===== config.mk =====
export PLATFORM = sky130hd
export DESIGN_NAME = hit_judge
export DESIGN_NICKNAME = d
export VERILOG_FILES = /design/src/rtl/hit_judge.sv
export SDC_FILE = /design/constraint.sdc
export NUM_CORES = 1
export LEC_CHECK = 0
export BUFFER_PORTS_ARGS = -buffer_cell sky130_fd_sc_hd__buf_2
export CORE_MARGIN = 4
export CORE_UTILIZATION = 40
export DETAILED_ROUTE_END_ITERATION = 16
export HOLD_SLACK_MARGIN = 0.15
export PLACE_DENSITY_LB_ADDON = 0.15
export SKIP_CTS_REPAIR_TIMING = 1
export SLEW_MARGIN = 20
export SYNTH_ARGS = -nofsm -noshare
export SYNTH_HDL_FRONTEND = slang
export SYNTH_SLANG_ARGS = --single-unit

===== constraint.sdc =====
create_clock -name i_Clk -period 2.5 [get_ports i_Clk]
set_input_delay 0.125 -clock i_Clk [delete_from_list [all_inputs] [get_ports i_Clk]]
set_output_delay 0.125 -clock i_Clk [all_outputs]
set_load 0.02 [all_outputs]

===== src/rtl/hit_judge.sv =====
// -----------------------------------------------------------------------------
// hit_judge -- rhythm-game note judgment.
//
// The raw player button is synchronized and debounced into a single press
// event. A note pulse opens a judgment window. A press inside the window is a
// hit, graded perfect during its first PERFECT_CYC cycles. A window that
// expires without a press is a miss. All outputs are registered and pulse
// exactly one cycle after the deciding event.
//
// Optional feature: define EMPTY_PRESS_MISS_EN to punish a press made while no
// window is open (and with no note that cycle) with an o_Miss pulse. With the
// macro undefined, such a press is ignored.
//
// Parameters:
//   DEBOUNCE_CYC  cycles the synchronized button must disagree with the
//                 debounced level before that level flips
//   WINDOW_CYC    judgment window length in cycles, counted from the note
//   PERFECT_CYC   leading part of the window graded perfect
//                 (1 <= PERFECT_CYC <= WINDOW_CYC)
//
// Ports:
//   i_Clk         clock
//   i_Rst         asynchronous, active-high reset
//   i_Btn         raw button, asynchronous to i_Clk, active-high
//   i_Note        1-cycle pulse, a note reaches the judgment line
//   o_Hit         1-cycle pulse, note judged hit
//   o_Miss        1-cycle pulse, note missed (or empty press, if enabled)
//   o_Perfect     1-cycle pulse, only together with o_Hit
//   o_WindowOpen  level, high while a judgment window is open
// -----------------------------------------------------------------------------
module hit_judge #(
  parameter int unsigned DEBOUNCE_CYC = 500000,
  parameter int unsigned WINDOW_CYC   = 1250000,
  parameter int unsigned PERFECT_CYC  = 250000
) (
  input  logic i_Clk,
  input  logic i_Rst,
  input  logic i_Btn,
  input  logic i_Note,
  output logic o_Hit,
  output logic o_Miss,
  output logic o_Perfect,
  output logic o_WindowOpen
);

  // Counter widths; a 1-bit floor keeps degenerate parameter values legal.
  localparam int unsigned DW = (DEBOUNCE_CYC > 1) ? $clog2(DEBOUNCE_CYC) : 1;
  localparam int unsigned CW = (WINDOW_CYC   > 1) ? $clog2(WINDOW_CYC)   : 1;

  localparam logic [DW-1:0] DB_LAST  = DW'(DEBOUNCE_CYC - 1);
  localparam logic [CW-1:0] WIN_LAST = CW'(WINDOW_CYC - 1);

  typedef enum logic {
    ST_IDLE = 1'b0,
    ST_OPEN = 1'b1
  } state_e;

  // ---------------------------------------------------------------------------
  // Button synchronizer
  // ---------------------------------------------------------------------------
  logic sync1_q, sync1_d;
  logic sync2_q, sync2_d;

  always_comb begin
    sync1_d = i_Btn;
    sync2_d = sync1_q;
  end

  always_ff @(posedge i_Clk or posedge i_Rst) begin
    if (i_Rst) begin
      sync1_q <= 1'b0;
      sync2_q <= 1'b0;
    end else begin
      sync1_q <= sync1_d;
      sync2_q <= sync2_d;
    end
  end

  // ---------------------------------------------------------------------------
  // Debouncer and press-event generation
  //
  // db_cnt_q counts consecutive cycles in which the synchronized level
  // disagrees with the debounced level; any agreeing cycle clears it. On the
  // DEBOUNCE_CYC-th disagreeing cycle the level flips. A press event is the
  // registered rising flip, so it is a one-cycle pulse regardless of how long
  // the button stays down, and a release never produces one.
  // ---------------------------------------------------------------------------
  logic          db_q, db_d;
  logic [DW-1:0] db_cnt_q, db_cnt_d;
  logic          press_q, press_d;

  always_comb begin
    db_d     = db_q;
    db_cnt_d = '0;
    press_d  = 1'b0;
    if (sync2_q != db_q) begin
      if (db_cnt_q == DB_LAST) begin
        db_d    = sync2_q;
        press_d = sync2_q;
      end else begin
        db_cnt_d = db_cnt_q + 1'b1;
      end
    end
  end

  always_ff @(posedge i_Clk or posedge i_Rst) begin
    if (i_Rst) begin
      db_q     <= 1'b0;
      db_cnt_q <= '0;
      press_q  <= 1'b0;
    end else begin
      db_q     <= db_d;
      db_cnt_q <= db_cnt_d;
      press_q  <= press_d;
    end
  end

  // ---------------------------------------------------------------------------
  // Judgment FSM
  //
  // A press always wins over a same-cycle timeout or new note for the note
  // currently being judged, so o_Hit and o_Miss are mutually exclusive by
  // construction. A note arriving while a window is open first settles the old
  // note (hit or miss) and then restarts the window at 0.
  // ---------------------------------------------------------------------------
  state_e        state_q, state_d;
  logic [CW-1:0] win_cnt_q, win_cnt_d;
  logic          hit_q, hit_d;
  logic          miss_q, miss_d;
  logic          perfect_q, perfect_d;
  logic          open_q, open_d;
  logic          in_perfect;

  // Widen the counter so PERFECT_CYC == WINDOW_CYC does not overflow CW.
  assign in_perfect = (32'(win_cnt_q) < PERFECT_CYC);

  always_comb begin
    state_d   = state_q;
    win_cnt_d = win_cnt_q;
    hit_d     = 1'b0;
    miss_d    = 1'b0;
    perfect_d = 1'b0;

    unique case (state_q)
      ST_IDLE: begin
        win_cnt_d = '0;
        if (i_Note && press_q) begin
          // Press lands exactly on the note: best possible timing.
          hit_d     = 1'b1;
          perfect_d = 1'b1;
        end else if (i_Note) begin
          state_d = ST_OPEN;
        end else if (press_q) begin
`ifdef EMPTY_PRESS_MISS_EN
          miss_d = 1'b1;
`else
          miss_d = 1'b0;
`endif
        end
      end

      ST_OPEN: begin
        if (press_q) begin
          hit_d     = 1'b1;
          perfect_d = in_perfect;
          win_cnt_d = '0;
          state_d   = i_Note ? ST_OPEN : ST_IDLE;
        end else if (i_Note) begin
          miss_d    = 1'b1;
          win_cnt_d = '0;
        end else if (win_cnt_q == WIN_LAST) begin
          miss_d    = 1'b1;
          win_cnt_d = '0;
          state_d   = ST_IDLE;
        end else begin
          win_cnt_d = win_cnt_q + 1'b1;
        end
      end

      default: begin
        state_d   = ST_IDLE;
        win_cnt_d = '0;
      end
    endcase

    // Registered decode of the state being entered, so o_WindowOpen tracks
    // state_q cycle for cycle without combinational output logic.
    open_d = (state_d == ST_OPEN);
  end

  always_ff @(posedge i_Clk or posedge i_Rst) begin
    if (i_Rst) begin
      state_q   <= ST_IDLE;
      win_cnt_q <= '0;
      hit_q     <= 1'b0;
      miss_q    <= 1'b0;
      perfect_q <= 1'b0;
      open_q    <= 1'b0;
    end else begin
      state_q   <= state_d;
      win_cnt_q <= win_cnt_d;
      hit_q     <= hit_d;
      miss_q    <= miss_d;
      perfect_q <= perfect_d;
      open_q    <= open_d;
    end
  end

  assign o_Hit        = hit_q;
  assign o_Miss       = miss_q;
  assign o_Perfect    = perfect_q;
  assign o_WindowOpen = open_q;

endmodule


==> results of run 1 <==
-- layout make-up --
type,count,area share (%)
flip-flops and latches,48,45.0
clock buffers,6,3.10
repair buffers,16,4.13
inverters,11,1.55
multi-input cells,178,42.4
clock inverters,2,0.375
well taps,72,3.38
-- state kept, by name (all words and copies together), names as in the netlist --
name          cells
db_cnt_q         19
win_cnt_q        21
o_Hit             1
press_q           1
sync1_q           1
sync2_q           1
o_Perfect         1
o_Miss            1
db_q              1
o_WindowOpen      1
-- layer usage --
metal / up-vias / global-route usage [%] / part of all wire [%]
met1: 823 / 21.2 / 55
met2: 22 / 18.3 / 40
met5: - / 0 / 0
li1: 888 / - / -
met4: 0 / 4.32 / 1.4
met3: 6 / 3.27 / 3.3
-- kinds of logic (layout without fill, tap and decap cells) --
| logic type | after synthesis | count (layout) | share of synthesized area, % |
|---|---|---|---|
| DFF | 48 | 48 | 49.9 |
| adders and majority gates | 2 | 2 | 1.04 |
| and+or+nand+nor | 122 | 122 | 27.8 |
| xor gates and xnor gates | 28 | 28 | 10.2 |
| buffers and inverters | 18 | 35 | 2.97 |
| muxes | 1 | 1 | 0.624 |
| AOI/OAI and AO/OA | 25 | 25 | 7.39 |
-- worst max-delay path by stage --
stage                     cells after the start             to         start  slack, ps
after floorplan                               4           db_q   db_cnt_q[0]        580
after global placement                        4           db_q  db_cnt_q[12]        590
after detailed placement                      4           db_q  db_cnt_q[12]        570
after CTS                                     4           db_q  db_cnt_q[12]        570
after global routing                          5  win_cnt_q[20]  win_cnt_q[0]        450
final                                         4           db_q  db_cnt_q[12]        560
-- power breakdown --
group	switching [W]	internal (W)	total [W]
registers	0.0000111	0.000786	0.000797
clock network	0.000268	0.000221	0.000490
logic	0.0000362	0.0000213	0.0000575
total	0.000315	0.00103	0.00134
-- cell usage after synthesis, types with 3 or more instances --
cell type  number
nand3b_1        4
a21oi_1         8
xor2_1          6
nand3_1        12
nor3_1          8
nor2_1         39
inv_1          11
dfrtp_1        48
clkbuf_1        6
and3_1          3
nor4_1          8
or2_2           3
nand4_1        14
nand2_1        10
and2_1          4
nor4_2          3
o21ai_0         7
xnor2_1        22
-- metrics by stage --
stage	hold slack (ps)	power (W)	cell area [µm²]
6_report	296	0.00134	2670
5_1_grt	320	0.00141	2670
4_1_cts	-239	0.00136	2640
3_5_place_dp	94.3	0.000869	2540
3_3_place_gp	86.6	0.000867	2540
2_1_floorplan	156	0.000847	2400
-- cell usage in the layout (no fill, tap or decap), types with 2 or more instances in the layout --
master / Yosys / routed
or2_2: 3 / 3
nand3_1: 12 / 12
inv_1: 11 / 10
ha_1: 2 / 2
xor2_1: 6 / 6
and3_1: 3 / 3
xnor2_1: 22 / 22
nor2b_1: 2 / 2
o31ai_1: 2 / 2
a31o_2: 2 / 2
dfrtp_1: 48 / 48
nand4_1: 14 / 14
buf_4: 1 / 6
and2_1: 4 / 4
nor3_1: 8 / 8
nor2_1: 39 / 39
nor4_1: 8 / 8
dlygate4sd3_1: 0 / 3
o21ai_0: 7 / 6
clkbuf_8: 0 / 6
nor4_2: 3 / 3
a21bo_2: 2 / 2
nand3b_1: 4 / 4
or3_1: 2 / 2
nand2_1: 10 / 10
clkinv_2: 0 / 2
a21oi_1: 8 / 8
buf_2: 0 / 7
-- critical path, cell delays in order (launching register included) --
cell	delay [ps]
dfrtp_1	440
nor4_2	310
nand4_2	180
or4_4	590
mux2_4	310
==> impl_results.md, run 1 <==
- Status: complete, no violations
- Worst-path clk slew: about 90 ps
- Setup-failing EPs final: 0
- Diode count: 0
- Setup tns final: 0 ps
- Reg2reg setup slack: between 500 and 600 ps
- Port Buffers: 7
- Synth top area share: 49.9%
- FILL cells: 572
- Vias: 1739
- # clock sinks: 48
- F_max: between 0.5 and 0.6 GHz
- Minimum clock period: 1940 ps
- Mapped Area: between 2000 and 2500 µm²
- I/O Pins: 8
- DIE HEIGHT: 85.5 µm
- Core area: about 5700 µm²
- H-tree depth: 2
- Crit path required time: roughly 2700 ps
- Register area: ~1200 µm²
- Root buffer cell: clkbuf_8
- Nature of the critical path endpoint: flip-flop
- Post-Synthesis Cells: between 200 and 250
- Worst min-delay path class: primary input to async pin
- Synth area leader: dfrtp_1
- Multi-input gate area: between 1000 and 1500 µm²
- Initial Util: between 40% and 50%
- Critical Path AT: approximately 2100 ps
- Avg WL per Cell: between 10 and 15 µm
- Pins Over Slew Limit: 0
- Seq/Total Area, Yosys: 49.9%
- Max-slew headroom: between 60 and 70%
- Crit-path max FO: 5
- Ratio of cells with drive above 1 in the final layout: between 10% and 20%
- Worst R2R End: db_q
- Startpoint types: flip-flop
- Post-synthesis area per instance: ~9.9 µm²
- Synth unique cells: 40
- Vias in the first global route: 1615
- Async SR Flop Fraction: 100%
- WS Path Type: flip-flop to flip-flop
- Nets: around 270
- Largest net degree at the start of global routing: 36
- CTS tree: built
- Peak supply drop: 0.197 mV
- RSZ-0062 raised after global routing: no
- Main area contributors after synthesis: dfrtp_1 (50%), xnor2_1 (8.0%), nor2_1 (6.1%)
- Pleak: 1.05 nW
- Initial antenna violation count: 0
- Inst Count DP: approximately 320
- First-pass GRT wire length: just over 8000 µm
- Fin. Hold Viols: 0
- Width of the die: roughly 86 µm
- Pwr dens: roughly 500 nW/µm²
- P&R area growth vs syn: 10.9%
- Reg2reg start: db_cnt_q[12]
- Detail Route Antenna Nets: 0
- Fin cells: 333
- Worst setup slack after layout: 561 ps
- Skew-Pair Late Insertion Delay: roughly 310 ps
- Number of buffers created by CTS: 5
- Post-route clock period utilization: 77.6%
- Max clock buf depth: 2
- GPL Wtd Cong: roughly 0.77
- Mean number of vias per cell: roughly 5.2
- Iteration-0 DRC Markers: 72
- Total Routing Usage GR: 13.6%
- Row cnt: 27
- Worst clock skew: 8.58 ps
- Residual DRC: 0
- Maxcap violations: 0
- #FFs+latches synth: 48
- Drt pass-1 iters: 4
- Total wire length: roughly 4600 µm
- Main synth FF type: dfrtp_1
- Die area: approximately 7300 µm²
- Detail Placement HPWL: approximately 3300 µm
- Worst-Margin Slew: between 500 and 600 ps
- Final core occ: between 40 and 50%
- Remaining Overflow, GRT: 0
- Depth of the worst register-to-register path: 4
- YS warnings: 0
- Place WS: 567 ps
- Syn Nets: between 200 and 300
- Post-synth EDFFs: 0
Note: power is estimated with default switching activity, not from simulation.
==> run 2: changes to the inputs <==
--- a/config.mk
+++ b/config.mk
@@ -5,6 +5,7 @@
 export SDC_FILE = /design/constraint.sdc
 export NUM_CORES = 1
 export LEC_CHECK = 0
+export ABC_AREA = 1
 export BUFFER_PORTS_ARGS = -buffer_cell sky130_fd_sc_hd__buf_2
 export CORE_MARGIN = 4
 export CORE_UTILIZATION = 40
==> constraint.sdc (replaced) <==
create_clock -name i_Clk -period 1.9 [get_ports i_Clk]
set_input_delay 0.095 -clock i_Clk [delete_from_list [all_inputs] [get_ports i_Clk]]
set_output_delay 0.095 -clock i_Clk [all_outputs]
set_load 0.02 [all_outputs]
==> run 2 against run 1 <==
  * Sequential power increased by 32%
  * Critical path depth increased by 3
  * Register-to-register slack got worse by 210 ps
  * Sequential share of layout area decreased by 4.2 points
  * Combinational power increased by 32%
  * Synthesized cell count increased by 49%
  * Maximum frequency increased by 25%
  * Power increased by 50%
  * Flip-flop and latch count unchanged
  * Cell count increased by 38%
  * Setup slack got worse by 210 ps
  * Critical path type unchanged
==> impl_results.md, run 2 <==
- Status: complete, no violations
- Setup tns final: 0 ps (unchanged)
- Most frequent cells in the layout: nor2_1 (94), nand2_1 (90), dfrtp_1 (48), inv_1 (36), nand3_1 (25)
- Largest stage delay on the critical path: 420 ps (-170 ps)
- F_max: 0.644 GHz (+25%)
- Top-count cell post-synth: nor2_1
- Ratio of cells with drive above 1 in the final layout: 7.87% (-6.3 points)
- Synth top area share: 45.5% (-4.5 points)
- Total wire length: 5730 µm (+23%)
- RSZ-0062 raised after global routing: no
- Worst min-delay path class: primary input to async pin
- CP max-delay cell: dfrtp_1
- Post-route clock period utilization: 81.7% (+4.2 points)
- Iteration-0 DRC Markers: 76 (+5.6%)
- Pwr dens: 684 nW/µm² (+36%)
- Peak supply drop: 0.367 mV (+87%)
- Synth top cells by count: nor2_1 (94), nand2_1 (90), dfrtp_1 (48)
- DIE HEIGHT: 89.3 µm (+4.4%)
- Register area: 1200 µm² (unchanged)
- Row cnt: 29 (+7.4%)
- Avg WL per Cell: 12.5 µm (-10%)
- Core area: 6390 µm² (+13%)
- Worst clock skew: 11.4 ps (+2.84 ps)
- Nets: 386 (+45%)
- Crit path max-delay family: simple AND/OR/NAND/NOR gates
- Max FFs per register: 21 (unchanged)
- # clock sinks: 48 (unchanged)
- Multi-input gate area: 1270 µm² (+12%)
- Syn Nets: 369 (+48%)
- Most common cell after layout, fill and taps aside: nor2_1
- Die area: 7970 µm² (+8.9%)
- First-pass GRT wire length: 9980 µm (+23%)
- Detail Route Antenna Nets: 0 (unchanged)
- Crit path required time: 2090 ps (-600 ps)
- Synth area leader: dfrtp_1
- Pins Over Slew Limit: 0 (unchanged)
- Nature of the critical path endpoint: flip-flop
- Critical Path AT: 1740 ps (-390 ps)
- Levels on crit path: 7 (+3)
- Most frequent CP cell: nand3_1
- Skew-Pair Late Insertion Delay: 310 ps (about the same)
- Vias: 2176 (+25%)
- Setup-failing EPs final: 0 (unchanged)
- Overall power: 0.00201 W (+50%)
- Diode count: 0 (unchanged)
- Startpoint types: flip-flop
- GPL Wtd Cong: 0.898 (+16%)
- CP Buf/Inv Count: 1 (+1)
- Biggest register: win_cnt_q
- Mean number of vias per cell: 4.75 (-9.0%)
- Root buffer cell: clkbuf_8
- Worst-path clk slew: 100 ps (about the same)
- Remaining Overflow, GRT: 0 (unchanged)
- Detail Placement HPWL: 4460 µm (+36%)
- Width of the die: 89.3 µm (+4.4%)
- Worst-Margin Slew: 403 ps (-188 ps)
- FILL cells: 677 (+18%)
- Port Buffers: 7 (unchanged)
- Post-synth EDFFs: 0 (unchanged)
- Async SR Flop Fraction: 100% (unchanged)
- #FFs+latches synth: 48 (unchanged)
- Crit-path max FO: 21 (+16)
- Max clock buf depth: 2 (unchanged)
- CTS tree: built
- Fin. Hold Viols: 0 (unchanged)
- Main synth FF type: dfrtp_1
- Number of buffers created by CTS: 5 (unchanged)
- Initial Util: 41.4% (-1.0 points)
- Crit-path cells: ha_1 -> nand3_1 -> nor2_1 -> nand3_1 -> nand3_1 -> buf_4 -> nor2_1
- Largest net degree at the start of global routing: 24 (-33%)
- Mapped Area: 2640 µm² (+9.8%)
- Post-Synthesis Cells: 363 (+49%)
- YS warnings: 0 (unchanged)
- Largest regs: win_cnt_q x21, db_cnt_q x19
- Total Routing Usage GR: 16.2% (+2.6 points)
- Post-synthesis area per instance: 7.28 µm² (-26%)
- I/O Pins: 8 (unchanged)
- Main area contributors after synthesis: dfrtp_1 (45%), nor2_1 (13%), nand2_1 (13%)
- Vias in the first global route: 2173 (+35%)
- Depth of the worst register-to-register path: 7 (+3)
- Maxcap violations: 0 (unchanged)
- Initial antenna violation count: 0 (unchanged)
- Seq/Total Area, Yosys: 45.5% (-4.5 points)
- Minimum clock period: 1550 ps (-386 ps)
- Max-slew headroom: 72.9% (+13 points)
- P&R area growth vs syn: 11.4%
- Residual DRC: 0 (unchanged)
- H-tree depth: 2 (unchanged)
- Drt pass-1 iters: 4 (unchanged)
- Synth unique cells: 25 (-38%)
- Pleak: 1.24 nW (+18%)
- WS Path Type: flip-flop to flip-flop
run 2: cell count changes after synthesis, sizes merged, moves of 9 or more:
cell   delta
inv      +29
nand2    +82
nand3    +14
nand4     -9
nor2     +60
nor4     -11
xnor2    -19
xor2     +14
run 2: tightest hold or removal path: stages:
cell and delay (ps):
dlygate4sd3_1 530, buf_2 120, inv_2 230
run 2: cell families after synthesis:
| family | Yosys count | synth area share [%] |
|---|---|---|
| flip-flops | 48 | 45.5 |
| XOR/XNOR | 23 | 7.63 |
| adder cells (fa/ha/maj) | 2 | 0.947 |
| AND/OR/NAND/NOR | 232 | 36.4 |
| buffers and inverters | 43 | 6.44 |
| AO/OA/AOI/OAI | 15 | 3.13 |
run 2: final cells by class:
cell class	instances	share of cell area, %
Clock inverter	3	2.34
Tap cell	77	3.27
Multi-Input combinational cell	272	43.2
Clock buffer	5	2.34
Sequential cell	48	40.8
Timing Repair Buffer	13	2.98
Inverter	40	5.10
run 2: metrics by stage:
| stage | setup slack [ps] | hold slack, ps | util, % | area [µm²] | std cells |
|---|---|---|---|---|---|
| 6_report | 347 | 270 | 46.1 | 2940 | 458 |
| 5_1_grt | 174 | 309 | 46.1 | 2940 | 458 |
| 4_1_cts | 294 | -268 | 45.6 | 2910 | 455 |
| 3_5_place_dp | 309 | 69.5 | 43.5 | 2780 | 447 |
| 3_3_place_gp | 350 | 63.2 | 43.5 | 2780 | 447 |
| 2_1_floorplan | 550 | 126 | - | 2640 | 363 |
run 2: report_power, final:
part	leakage, nW	switching [W]	total, W	internal, W
clock	0.0687	0.000362	0.000891	0.000530
combinational	0.522	0.0000520	0.0000758	0.0000238
sequential	0.654	0.0000121	0.00105	0.00103
total	1.24	0.000426	0.00201	0.00159
run 2: layer usage:
metal / vias up / share of wire (%) / global-route usage (%)
met3: 6 / 2.2 / 3.59
met5: - / 0 / 0
met2: 20 / 49 / 27.2
met4: 0 / 1.3 / 5.41
met1: 997 / 48 / 20.7
li1: 1153 / - / -
run 2: worst paths after layout:
kind                              start  slack, ps       endpoint
hold reg to reg                 sync1_q        360        sync2_q
setup reg to reg           win_cnt_q[0]        350  win_cnt_q[15]
hold / removal                    i_Rst        270  win_cnt_q[20]
min in group i_Clk              sync1_q        360        sync2_q
setup / recovery           win_cnt_q[0]        350  win_cnt_q[15]
max in group asynchronous         i_Rst       1030  win_cnt_q[16]
==> run 3: changes to the inputs <==
--- a/config.mk
+++ b/config.mk
@@ -5,7 +5,7 @@
 export SDC_FILE = /design/constraint.sdc
 export NUM_CORES = 1
 export LEC_CHECK = 0
-export ABC_AREA = 1
+export ABC_AREA = 0
 export BUFFER_PORTS_ARGS = -buffer_cell sky130_fd_sc_hd__buf_2
 export CORE_MARGIN = 4
 export CORE_UTILIZATION = 40
==> constraint.sdc (replaced) <==
create_clock -name i_Clk -period 1.45 [get_ports i_Clk]
set_input_delay 0.0725 -clock i_Clk [delete_from_list [all_inputs] [get_ports i_Clk]]
set_output_delay 0.0725 -clock i_Clk [all_outputs]
set_load 0.02 [all_outputs]
==> run 3 against run 2 <==
  * The run now ends with setup timing left
  * Critical endpoint is now db_q
  * Via count decreased by 6.5%
  * Hold slack better by 41 ps
  * Utilization up 14 points
==> impl_results.md, run 3 (synthesis gave the netlist of run 1 again) <==
- Nature of the critical path endpoint: flip-flop
- Total wire length: 5530 µm (-3.4%)
- Post-route clock period utilization: 125% (+43 points)
- Number of buffers created by CTS: 5 (unchanged)
- Iteration-0 DRC Markers: 58 (-24%)
- I/O Pins: 8 (unchanged)
- Vias in the first global route: 1940 (-11%)
- F_max: 0.553 GHz (-14%)
- Detail Placement HPWL: 3950 µm (-11%)
- Avg WL per Cell: 13.7 µm (+9.8%)
- Pleak: 1.45 nW (+17%)
- Max FFs per register: 21 (unchanged)
- Detail Route Antenna Nets: 0 (unchanged)
- Initial Util: 42.4% (+1.0 points)
- Inst Count DP: 383 (-14%)
- Remaining Overflow, GRT: 0 (unchanged)
- Width of the die: 85.5 µm (-4.2%)
- Biggest register: win_cnt_q
- Most frequent cells in the layout: buf_4 (71), dfrtp_1 (46), nor2_1 (31), xnor2_1 (22), nand4_1 (14)
- Total Routing Usage GR: 15.5% (-0.71 points)
- RSZ-0062 raised after global routing: yes
- H-tree depth: 2 (unchanged)
- Largest net degree at the start of global routing: 30 (+25%)
- Flop pwr share: 57.5% (+5.5 points)
- Skew-Pair Late Insertion Delay: 300 ps (about the same)
- Crit-path max FO: 3 (-86%)
- Minimum clock period: 1810 ps (+257 ps)
- Peak supply drop: 0.475 mV (+29%)
- Pint: 0.00182 W (+15%)
- Failing checks: setup timing
- Startpoint types: flip-flop
- DIE HEIGHT: 85.5 µm (-4.2%)
- Clk pwr share: 35.7% (-8.6 points)
- Worst setup slack after layout: -360 ps (-707 ps)
- Max-slew headroom: 70.9% (-2.0 points)
- Max clock buf depth: 2 (unchanged)
- Ratio of cells with drive above 1 in the final layout: 40.2% (+32 points)
- Nets: 336 (-13%)
- Worst-Margin Slew: 436 ps (+32.4 ps)
- Psw: 0.000562 W (+32%)
- Crit path required time: 1640 ps (-450 ps)
- CTS tree: built
- Overall power: 0.00238 W (+18%)
- Vias: 2034 (-6.5%)
- Core area: 5680 µm² (-11%)
- Most common cell after layout, fill and taps aside: buf_4
- First-pass GRT wire length: 9160 µm (-8.2%)
- Sw Ratio: 23.6% (+2.4 points)
- Maxcap violations: 0 (unchanged)
- Fin. Hold Viols: 0 (unchanged)
- Critical Path AT: 2000 ps (+260 ps)
- Die area: 7320 µm² (-8.2%)
- Mean number of vias per cell: 5.05 (+6.2%)
- Root buffer cell: clkbuf_8
- Setup tns final: -7620 ps (-7620 ps)
- Largest regs: win_cnt_q x21, db_cnt_q x19
- Drt pass-1 iters: 4 (unchanged)
- Setup-failing EPs final: 42 (+42)
- Worst min-delay path class: primary input to async pin
- GPL Wtd Cong: 0.785 (-13%)
- Combinational share of power: 6.8% (+3.0 points)
- Worst clock skew: 1.79 ps (-9.63 ps)
- WS Path Type: flip-flop to flip-flop
- Pwr dens: 702 nW/µm² (+2.6%)
- Fin cells: 403 (-12%)
- Row cnt: 27 (-6.9%)
- P&R area growth vs syn: 41.1%
- Port Buffers: 7 (unchanged)
- Pins Over Slew Limit: 0 (unchanged)
- Initial antenna violation count: 0 (unchanged)
- Worst-path clk slew: 90 ps (about the same)
- Diode count: 0 (unchanged)
- Residual DRC: 0 (unchanged)
- # clock sinks: 48 (unchanged)
- Status: finished with violations
[run 3: changes by cell type in the layout (fill, tap and decap cells not counted), sizes merged, moves of 14 or more]
cell,before,now
nand3,26,12
xor2,20,6
nand2,92,10
inv,41,12
xnor2,3,22
buf,10,83
nor2,99,39
[run 3: routing by layer]
| metal | GRT usage, % | wire [µm] |
|---|---|---|
| met3 | 3.55 | 105 |
| met4 | 4.46 | 83 |
| met5 | 0 | 0 |
| met2 | 24.5 | 2630 |
| met1 | 21.3 | 2710 |
[run 3: worst max-delay path, stage by stage (launching register included)]
cell and delay, ps:
dfrtp_1 400, nor4_2 310, nand4_2 150, or4_4 530
mux2_4 310
[run 3: final timing paths]
path / from / end / slack, ps / cells past startpoint
min in group i_Clk: sync1_q / sync2_q / 370 / 0
min reg2reg: sync1_q / sync2_q / 370 / 0
max: db_cnt_q[12] / db_q / -360 / 4
max reg2reg: db_cnt_q[12] / db_q / -360 / 4
max in group asynchronous: i_Rst / win_cnt_q[5] / 630 / 4
min: i_Rst / sync1_q / 310 / 3
[run 3: cell type report]
| type | count | area, µm² |
|---|---|---|
| well taps | 72 | 90.1 |
| multi-input cells | 178 | 1300 |
| inverters | 11 | 41.3 |
| repair buffers | 86 | 663 |
| clock buffers | 6 | 82.6 |
| flip-flops and latches | 48 | 1200 |
| fillers | 484 | 2280 |
| clock inverters | 2 | 13.8 |
[run 3: per-stage QoR]
step | util (%) | instance area [µm²] | hold WS, ps | setup slack (ps)
after floorplan | - | 2460 | 104 | -441
after global placement | 53.8 | 3050 | 98.2 | -352
after detailed placement | 53.8 | 3050 | 101 | -404
after CTS | 55.5 | 3150 | -232 | -424
after global routing | 59.8 | 3390 | 361 | -418
final | 59.8 | 3390 | 310 | -360
[run 3: power groups by stage]
stage,clock [W],sequential [W],combinational [W]
global route,0.000954,0.00137,0.000186
global placement,0,0.00140,0.000129
CTS,0.000888,0.00137,0.000131
finish,0.000849,0.00137,0.000163
floorplan,0,0.00140,0.0000646
detailed placement,0,0.00140,0.000131
